--- config.mk ---
export PLATFORM = sky130hd
export DESIGN_NAME = farrow_interpolator
export DESIGN_NICKNAME = d
export VERILOG_FILES = /design/src/rtl/farrow_interpolator.sv
export SDC_FILE = /design/constraint.sdc
export NUM_CORES = 2
export LEC_CHECK = 0
export ABC_CLOCK_PERIOD_IN_PS = 9200
export BUFFER_PORTS_ARGS = -buffer_cell sky130_fd_sc_hd__buf_4
export CAP_MARGIN = 20
export CORE_ASPECT_RATIO = 0.6
export CORE_MARGIN = 2
export CORE_UTILIZATION = 35
export DETAILED_ROUTE_END_ITERATION = 10
export GPL_ROUTABILITY_DRIVEN = 0
export PLACE_DENSITY = 0.46
export SYNTH_ARGS = -nofsm -noshare
export SYNTH_HDL_FRONTEND = slang
export SYNTH_SLANG_ARGS = --single-unit
--- constraint.sdc ---
create_clock -name clk -period 9.2 [get_ports clk]
set_input_delay 1.84 -clock clk [delete_from_list [all_inputs] [get_ports clk]]
set_output_delay 1.84 -clock clk [all_outputs]
set_load 0.02 [all_outputs]
--- src/rtl/farrow_interpolator.sv ---
// Piecewise-parabolic (alpha = 0.5) Farrow interpolator between the NCO and the Gardner TED.
// Three pipeline stages: coefficient build, first Horner step, second Horner step with output saturation.
module farrow_interpolator #(
  parameter int DW  = 16,
  parameter int MUW = 16,
  parameter int IW  = DW + 2
) (
  input  logic                  clk,
  input  logic                  reset,
  input  logic                  sample_en,
  input  logic signed [DW-1:0]  x_in,
  input  logic                  strobe,
  input  logic        [MUW-1:0] u_k,
  input  logic signed [15:0]    m_k,
  output logic signed [DW-1:0]  y_out,
  output logic                  y_valid,
  output logic signed [15:0]    m_out,
  output logic                  sat_flag
);

  localparam int SW  = IW + 1;
  localparam int TW  = IW + 2;
  localparam int PW  = IW + MUW + 1;
  localparam int P3W = TW + MUW + 1;
  localparam int YW  = TW + 3;
  localparam int SH  = MUW - 1;

  localparam logic signed [YW-1:0] Y_MAX = YW'((2 ** (DW - 1)) - 1);
  localparam logic signed [YW-1:0] Y_MIN = YW'(-(2 ** (DW - 1)));

  logic signed [DW-1:0]  taps [4];

  logic signed [SW-1:0]  e0, e1, e2, e3;
  logic signed [SW-1:0]  sum1, sum2;

  logic                  s1_valid;
  logic signed [DW-1:0]  s1_v0;
  logic signed [IW-1:0]  s1_v1, s1_v2;
  logic        [MUW-1:0] s1_mu;
  logic signed [15:0]    s1_m;

  logic signed [PW-1:0]  prod2;
  logic signed [TW-1:0]  t_next;

  logic                  s2_valid;
  logic signed [DW-1:0]  s2_v0;
  logic signed [TW-1:0]  s2_t;
  logic        [MUW-1:0] s2_mu;
  logic signed [15:0]    s2_m;

  logic signed [P3W-1:0] prod3;
  logic signed [YW-1:0]  y_wide;
  logic signed [DW-1:0]  y_sat;
  logic                  clip;

  logic                  unused_bits;

  // Delay line; taps[0] is the newest sample.
  always_ff @(posedge clk) begin
    if (reset) begin
      for (int k = 0; k < 4; k++) taps[k] <= '0;
    end else if (sample_en) begin
      taps[0] <= x_in;
      for (int k = 1; k < 4; k++) taps[k] <= taps[k-1];
    end
  end

  assign e0 = SW'(taps[0]);
  assign e1 = SW'(taps[1]);
  assign e2 = SW'(taps[2]);
  assign e3 = SW'(taps[3]);

  assign sum1 = -e0 + (e1 <<< 1) + e1 - e2 - e3;
  assign sum2 =  e0 - e1 - e2 + e3;

  // Stage 1 sees the taps from before this edge, so a coincident sample_en does not disturb it.
  always_ff @(posedge clk) begin
    if (reset) begin
      s1_valid <= 1'b0;
      s1_v0    <= '0;
      s1_v1    <= '0;
      s1_v2    <= '0;
      s1_mu    <= '0;
      s1_m     <= '0;
    end else begin
      s1_valid <= strobe;
      if (strobe) begin
        s1_v0 <= taps[2];
        s1_v1 <= sum1[SW-1:1];
        s1_v2 <= sum2[SW-1:1];
        s1_mu <= u_k;
        s1_m  <= m_k;
      end
    end
  end

  assign prod2  = PW'(s1_v2) * PW'($signed({1'b0, s1_mu}));
  assign t_next = $signed(prod2[PW-1:SH]) + TW'(s1_v1);

  always_ff @(posedge clk) begin
    if (reset) begin
      s2_valid <= 1'b0;
      s2_v0    <= '0;
      s2_t     <= '0;
      s2_mu    <= '0;
      s2_m     <= '0;
    end else begin
      s2_valid <= s1_valid;
      if (s1_valid) begin
        s2_v0 <= s1_v0;
        s2_t  <= t_next;
        s2_mu <= s1_mu;
        s2_m  <= s1_m;
      end
    end
  end

  assign prod3  = P3W'(s2_t) * P3W'($signed({1'b0, s2_mu}));
  assign y_wide = YW'($signed(prod3[P3W-1:SH])) + YW'(s2_v0);

  always_comb begin
    y_sat = y_wide[DW-1:0];
    clip  = 1'b0;
    if (y_wide > Y_MAX) begin
      y_sat = Y_MAX[DW-1:0];
      clip  = 1'b1;
    end else if (y_wide < Y_MIN) begin
      y_sat = Y_MIN[DW-1:0];
      clip  = 1'b1;
    end
  end

  // y_out holds between results; sat_flag is sticky until reset.
  always_ff @(posedge clk) begin
    if (reset) begin
      y_out    <= '0;
      y_valid  <= 1'b0;
      m_out    <= '0;
      sat_flag <= 1'b0;
    end else begin
      y_valid <= s2_valid;
      if (s2_valid) begin
        y_out <= y_sat;
        m_out <= s2_m;
        if (clip) sat_flag <= 1'b1;
      end
    end
  end

  assign unused_bits = ^{sum1[0], sum2[0], prod2[SH-1:0], prod3[SH-1:0]};

endmodule

Word-level counts from Yosys, hierarchy flattened
Memories as Yosys holds them, arrays and structs flattened.
Cells that the tools add are included.
Widths: inputs -> output; s select.
- bitwise operators: 4
- multiplexer cells: 13
- order comparisons: 2
- multipliers: 2
- reduce and logical (&&, ||, !) cells: 1
- add/sub/neg operators: 10
- operators by type and width (cell ; count):
    $mux 16 ; 6
    $sub 19x16->19 ; 2
    $mul 20x17->37 ; 1
    $mul 18x17->35 ; 1
    $add 22x16->23 ; 1
    $gt 23x16->1 const B ; 1
    $lt 23x16->1 const B ; 1
    $add 20x18->20 ; 1
    $add 18x16->19 ; 1
    $add 19x16->19 ; 1
    $add 19x17->19 ; 1
    $neg 16->19 ; 1
    $sub 17x16->18 ; 1
    $sub 16x16->17 ; 1
    $mux 1 ; 7
    $or 1x1->1 ; 4
    $reduce_and 2->1 ; 1
- bits in registers: 188
- memories kept: 1
- RAM bits: 64
- memory list (memory ; depth ; width ; read ports ; clocked after memory_dff ; wr ports ; RTL line ; RTL):
    taps ; 4 ; 16 ; 4 ; 0 ; 4 ; 31 ; logic signed [DW-1:0] taps [4];

Depth between registers and ports, before layout
- word-level depth: 6
- gate-level depth with buffers: 36
- gate-level depth less buffers: 35

Worst setup path before layout
No wires, ideal clock.
- path kind: register to register
- start point: register s2_t[11]
- end point: register y_out[12]
- setup time: 0.079 ns
- required time: 9.121 ns
- setup slack: 1.045 ns
- arrival time: 8.075 ns
- buffers on the path: 2
- cell stages (with the launch flop): 33
- cells stage by stage: dfxtp_1 -> clkbuf_1 -> nand2_1 -> fa_1 -> fa_1 -> fa_1 -> inv_1 -> fa_1 -> fa_1 -> inv_1 -> fa_1 -> inv_1 -> ha_1 -> nor2b_1 -> a211o_1 -> o211a_1 -> o211ai_1 -> a211oi_1 -> o211ai_1 -> nand2_1 -> xnor2_1 -> ha_1 -> o21a_1 -> o21ai_2 -> a211oi_2 -> o21ai_1 -> a31oi_4 -> o31ai_1 -> a21bo_2 -> o41ai_4 -> buf_6 -> nand2_2 -> a211oi_2
- word-level cells in the longest chain between the ends: 5
- elaborated cells on any way between the ends: 6
- RTL lines (what ; RTL line ; RTL):
    start: declaration ; 47 ; logic signed [TW-1:0] s2_t;
    start signal: assignment ; 111 ; s2_t <= t_next;
    $mul 20x17->37 * ; 118 ; assign prod3 = P3W'(s2_t) * P3W'($signed({1'b0, s2_mu}));
    $add 22x16->23 * ; 119 ; assign y_wide = YW'($signed(prod3[P3W-1:SH])) + YW'(s2_v0);
    $lt 23x16->1 ; 127 ; end else if (y_wide < Y_MIN) begin
    $mux 16 ; 127 ;
    $mux 16 * ; 124 ; if (y_wide > Y_MAX) begin
    end signal: assignment ; 143 ; y_out <= y_sat;
    end: declaration ; 15 ; output logic signed [DW-1:0] y_out,
Every way passes the cells marked *; elsewhere a longest branch is shown, timed or not.
A chain may end at the register's enable or synchronous reset.

Worst setup path after layout
- start point: register s2_mu[4]
- end point: register y_out[8]
- word-level cells in the longest chain between the ends: 5
- elaborated cells on any way between the ends: 6
- RTL lines (what ; RTL line ; RTL):
    start: declaration ; 48 ; logic [MUW-1:0] s2_mu;
    start signal: assignment ; 112 ; s2_mu <= s1_mu;
    $mul 20x17->37 * ; 118 ;
    $add 22x16->23 * ; 119 ;
    $lt 23x16->1 ; 127 ;
    $mux 16 ; 127 ;
    $mux 16 * ; 124 ;
Marked as above.

==> reports/metrics.csv <==
stage,metric,value,unit
pwr,peakVddDrop,0.179,mV
job,max-cap-violations,0,
route,wl_per_cell,19.1,um
finish,register_area,0.00569,mm2
timing,slew_headroom,0.397,
logic_synthesis,ys_ff_latch,252,
pwr,pwr-share-seq,0.197,
global_routing,grt-ovfl-total,0,
timing,layout_min_cycle_time,8.85,ns
finish,multi_input_area,0.0273,mm2
global_routing,grt_pass1_vias,25900,
finish,fin_nets,4992,
floorplan,fp.dieW,421,um
timing,final.setup.worst_slack,0.350,ns
finish,final_area,0.0409,mm2
timing,drv_slew,0,
worst_setup_path,startpoint_type,flop,
timing,fin_skew,0.0577,ns
worst_hold_path,holdPathStages,2,
timing,worst_slew_pin_slew,0.898,ns
logic_synthesis,yosys_warnings,0,
route,drt_wl_total,103,mm
timing,period_share,0.962,
floorplan,initial_utilization,0.354,
cts,h-tree-depth,2,
pwr,combinationalPowerShare,0.621,
logic_synthesis,ys.flop_type,dfxtp_1,
route,first_pass_iters,8,
place,place_ws,0.0566,ns
place,placed_area,0.0395,mm2
logic_synthesis,synth_top_area_cell,fa_1,
timing,hold_viol,0,
place,numPortBuffers,85,
floorplan,core_region_area,0.103,mm2
logic_synthesis,syn_nets,4853,
logic_synthesis,async_reset_ff_frac,0,
cts,clkTransAtPathRegs,0.06,ns
worst_setup_path,crit_top_cell,fa_1,
pwr,clkPwrFrac,0.182,
timing,hold_ws,0.480,ns
finish,layout_commonest_cell,inv_1,
global_routing,grt_antenna_before_repair,1,
floorplan,row_count,91,
floorplan,io_pins,86,
logic_synthesis,syn_inst,3844,
worst_setup_path,cp-end-kind,flop,
worst_setup_path,required,9.70,ns
logic_synthesis,yosysUniqueCellTypes,86,
route,antenna_left,0,
worst_setup_path,cp_slowest_cell,dfxtp_1,
route,vias,25100,
worst_setup_path,slowest_delay,0.67,ns
global_routing,grt_pass1_wl,163,mm
place,dp_hpwl,86.0,mm
pwr,p_int,0.00428,W
worst_setup_path,cp_data_arrival_time,9.35,ns
worst_setup_path,path_class,reg -> reg,
pwr,power_density,201,mW/mm2
global_routing,grt_max_degree,77,
logic_synthesis,syn_avg_cell_area,9.50,um2
floorplan,die_h,254,um
timing,setup_viol,0,
cts,cts_buffer_depth,3,
cts,cts_tree,yes,
logic_synthesis,synth_edf_count,64,
finish,fillCellCount,10300,
pwr,p_sw,0.00392,W
finish,drive_above_1_share,0.0976,
cts,clkSinkCount,252,
global_routing,grt.total_usage,0.199,
logic_synthesis,synth_top_area_frac,0.379,
cts,cts_hold_buf,0,
logic_synthesis,synth_area,0.0365,mm2
finish,final_cell_mix,"inv_1 (800), fa_1 (692), nand2_1 (392)",
worst_hold_path,hp-class,reg -> reg,
floorplan,die_area,0.107,mm2
cts,clk_latency,0.60,ns
finish,area_growth,12.1,%
logic_synthesis,yosys-top-cells-area,"fa_1 (38%), dfxtp_1 (10%), ha_1 (9.1%)",
route,drt_iter0_markers,1658,
run_status,outcome,"complete, no violations",
worst_setup_path,rr_worst_depth,32,
route,vias_per_cell,4.64,
pwr,switching_share,0.478,
cts,cts-root-buf,clkbuf_16,
cts,numCtsBuffers,34,
route,drcViolationCount,0,
timing,fmax,113,MHz
pwr,p_leak,19.8,nW
worst_setup_path,cp_max_fo,13,
logic_synthesis,yosysSeqAreaShare,0.156,
==> Yosys cell counts (4+ instances only) <==
cell,n
or3_1,4
a21o_1,26
xnor2_1,75
o211ai_1,7
fa_1,692
a21boi_0,7
a211oi_2,12
and2_1,330
edfxtp_1,64
nor3_1,26
ha_1,265
nand2b_1,8
o31ai_1,4
o22ai_1,4
o21ai_0,41
o31a_1,4
o21bai_1,14
a31oi_1,13
o21a_1,12
nand3_1,22
a21oi_1,94
or2_2,9
inv_1,800
a31o_2,6
nand2_2,10
nor2_1,238
clkbuf_1,138
xor2_1,32
nand3b_1,4
nand4_1,8
a211oi_1,19
buf_1,11
mux2i_1,152
dfxtp_1,188
a211o_1,4
a41oi_1,4
nand2_1,392
and3_1,19
nor2b_1,20
==> what timing repair did <==
| action | in CTS | in global routing |
|---|---|---|
| buffers inserted | 0 | 14 |
| resized for setup | 0 | 18 |
| endpoints found under the setup margin | 0 | 17 |
==> layer usage <==
metal,up-vias,GRT usage,wire (um)
met5,-,0,0
met2,595,0.240,35200
li1,12000,-,-
met1,12400,0.349,59100
met4,0,0.0216,898
met3,51,0.0455,7840
==> power groups by stage <==
stage	Combinational, W	Sequential (W)	Clock [W]
after floorplan	0.00331	0.00142	0
after global placement	0.00505	0.00163	0
after detailed placement	0.00501	0.00163	0
after CTS	0.00509	0.00160	0.00154
after global routing	0.00572	0.00163	0.00158
final	0.00510	0.00162	0.00149
==> path summary, 6_finish.rpt <==
check / startpoint / end / slack (ns)
max: s2_mu[4] / y_out[8] / 0.35
min: s2_m[9] / m_out[9] / 0.48
max reg2reg: s2_mu[4] / y_out[8] / 0.35
min reg2reg: s2_m[9] / m_out[9] / 0.48
==> sequential cells by signal, indices dropped and copies added (netlist names), 16 cells and up <==
name and count:
taps 64, s2_t 20, s1_v1 18, s1_v2 18, m_out 16, s1_m 16
s1_mu 16, s1_v0 16, s2_m 16, s2_mu 16, s2_v0 16, y_out 16
==> kinds of logic (layout without fill, tap and decap cells) <==
| group | after synthesis | in the layout | synth area share |
|---|---|---|---|
| AO/OA/AOI/OAI | 306 | 306 | 0.0584 |
| XOR/XNOR | 107 | 107 | 0.0257 |
| adder cells (fa/ha/maj) | 957 | 957 | 0.470 |
| buffers and inverters | 956 | 1119 | 0.0997 |
| flip-flops | 252 | 252 | 0.156 |
| multiplexers | 155 | 155 | 0.0426 |
| other | 0 | 1 | 0 |
| AND/OR/NAND/NOR | 1111 | 1111 | 0.148 |
==> area by class of cell <==
cell class,count,share of cell area
multi-input combinational,2636,0.666
sequential,252,0.139
inverter,800,0.0734
timing repair buffer,259,0.0493
tap,1395,0.0426
clock buffer,38,0.0214
clock inverter,22,0.00831
antenna,1,0.0000611
==> worst max-delay path, delay by kind of cell, from the launching register on <==
| family | cells | cell delay (ns) |
|---|---|---|
| simple gates | 5 | 0.84 |
| fa+ha+maj | 8 | 3.70 |
| compound gates | 12 | 2.38 |
| flops | 1 | 0.67 |
| buf+inv | 6 | 1.00 |
| xor+xnor | 1 | 0.15 |
==> through the flow <==
stage / TNS (ns) / cells / utilization / power [W]
4_1_cts: 0 / 5388 / 0.396 / 0.00824
2_1_floorplan: 0 / 3844 / - / 0.00473
6_report: 0 / 5403 / 0.397 / 0.00821
3_5_place_dp: 0 / 5328 / 0.384 / 0.00664
3_3_place_gp: 0 / 5328 / 0.384 / 0.00668
5_1_grt: -0.206 / 5403 / 0.397 / 0.00894
Power figures use the tool's default switching activity.
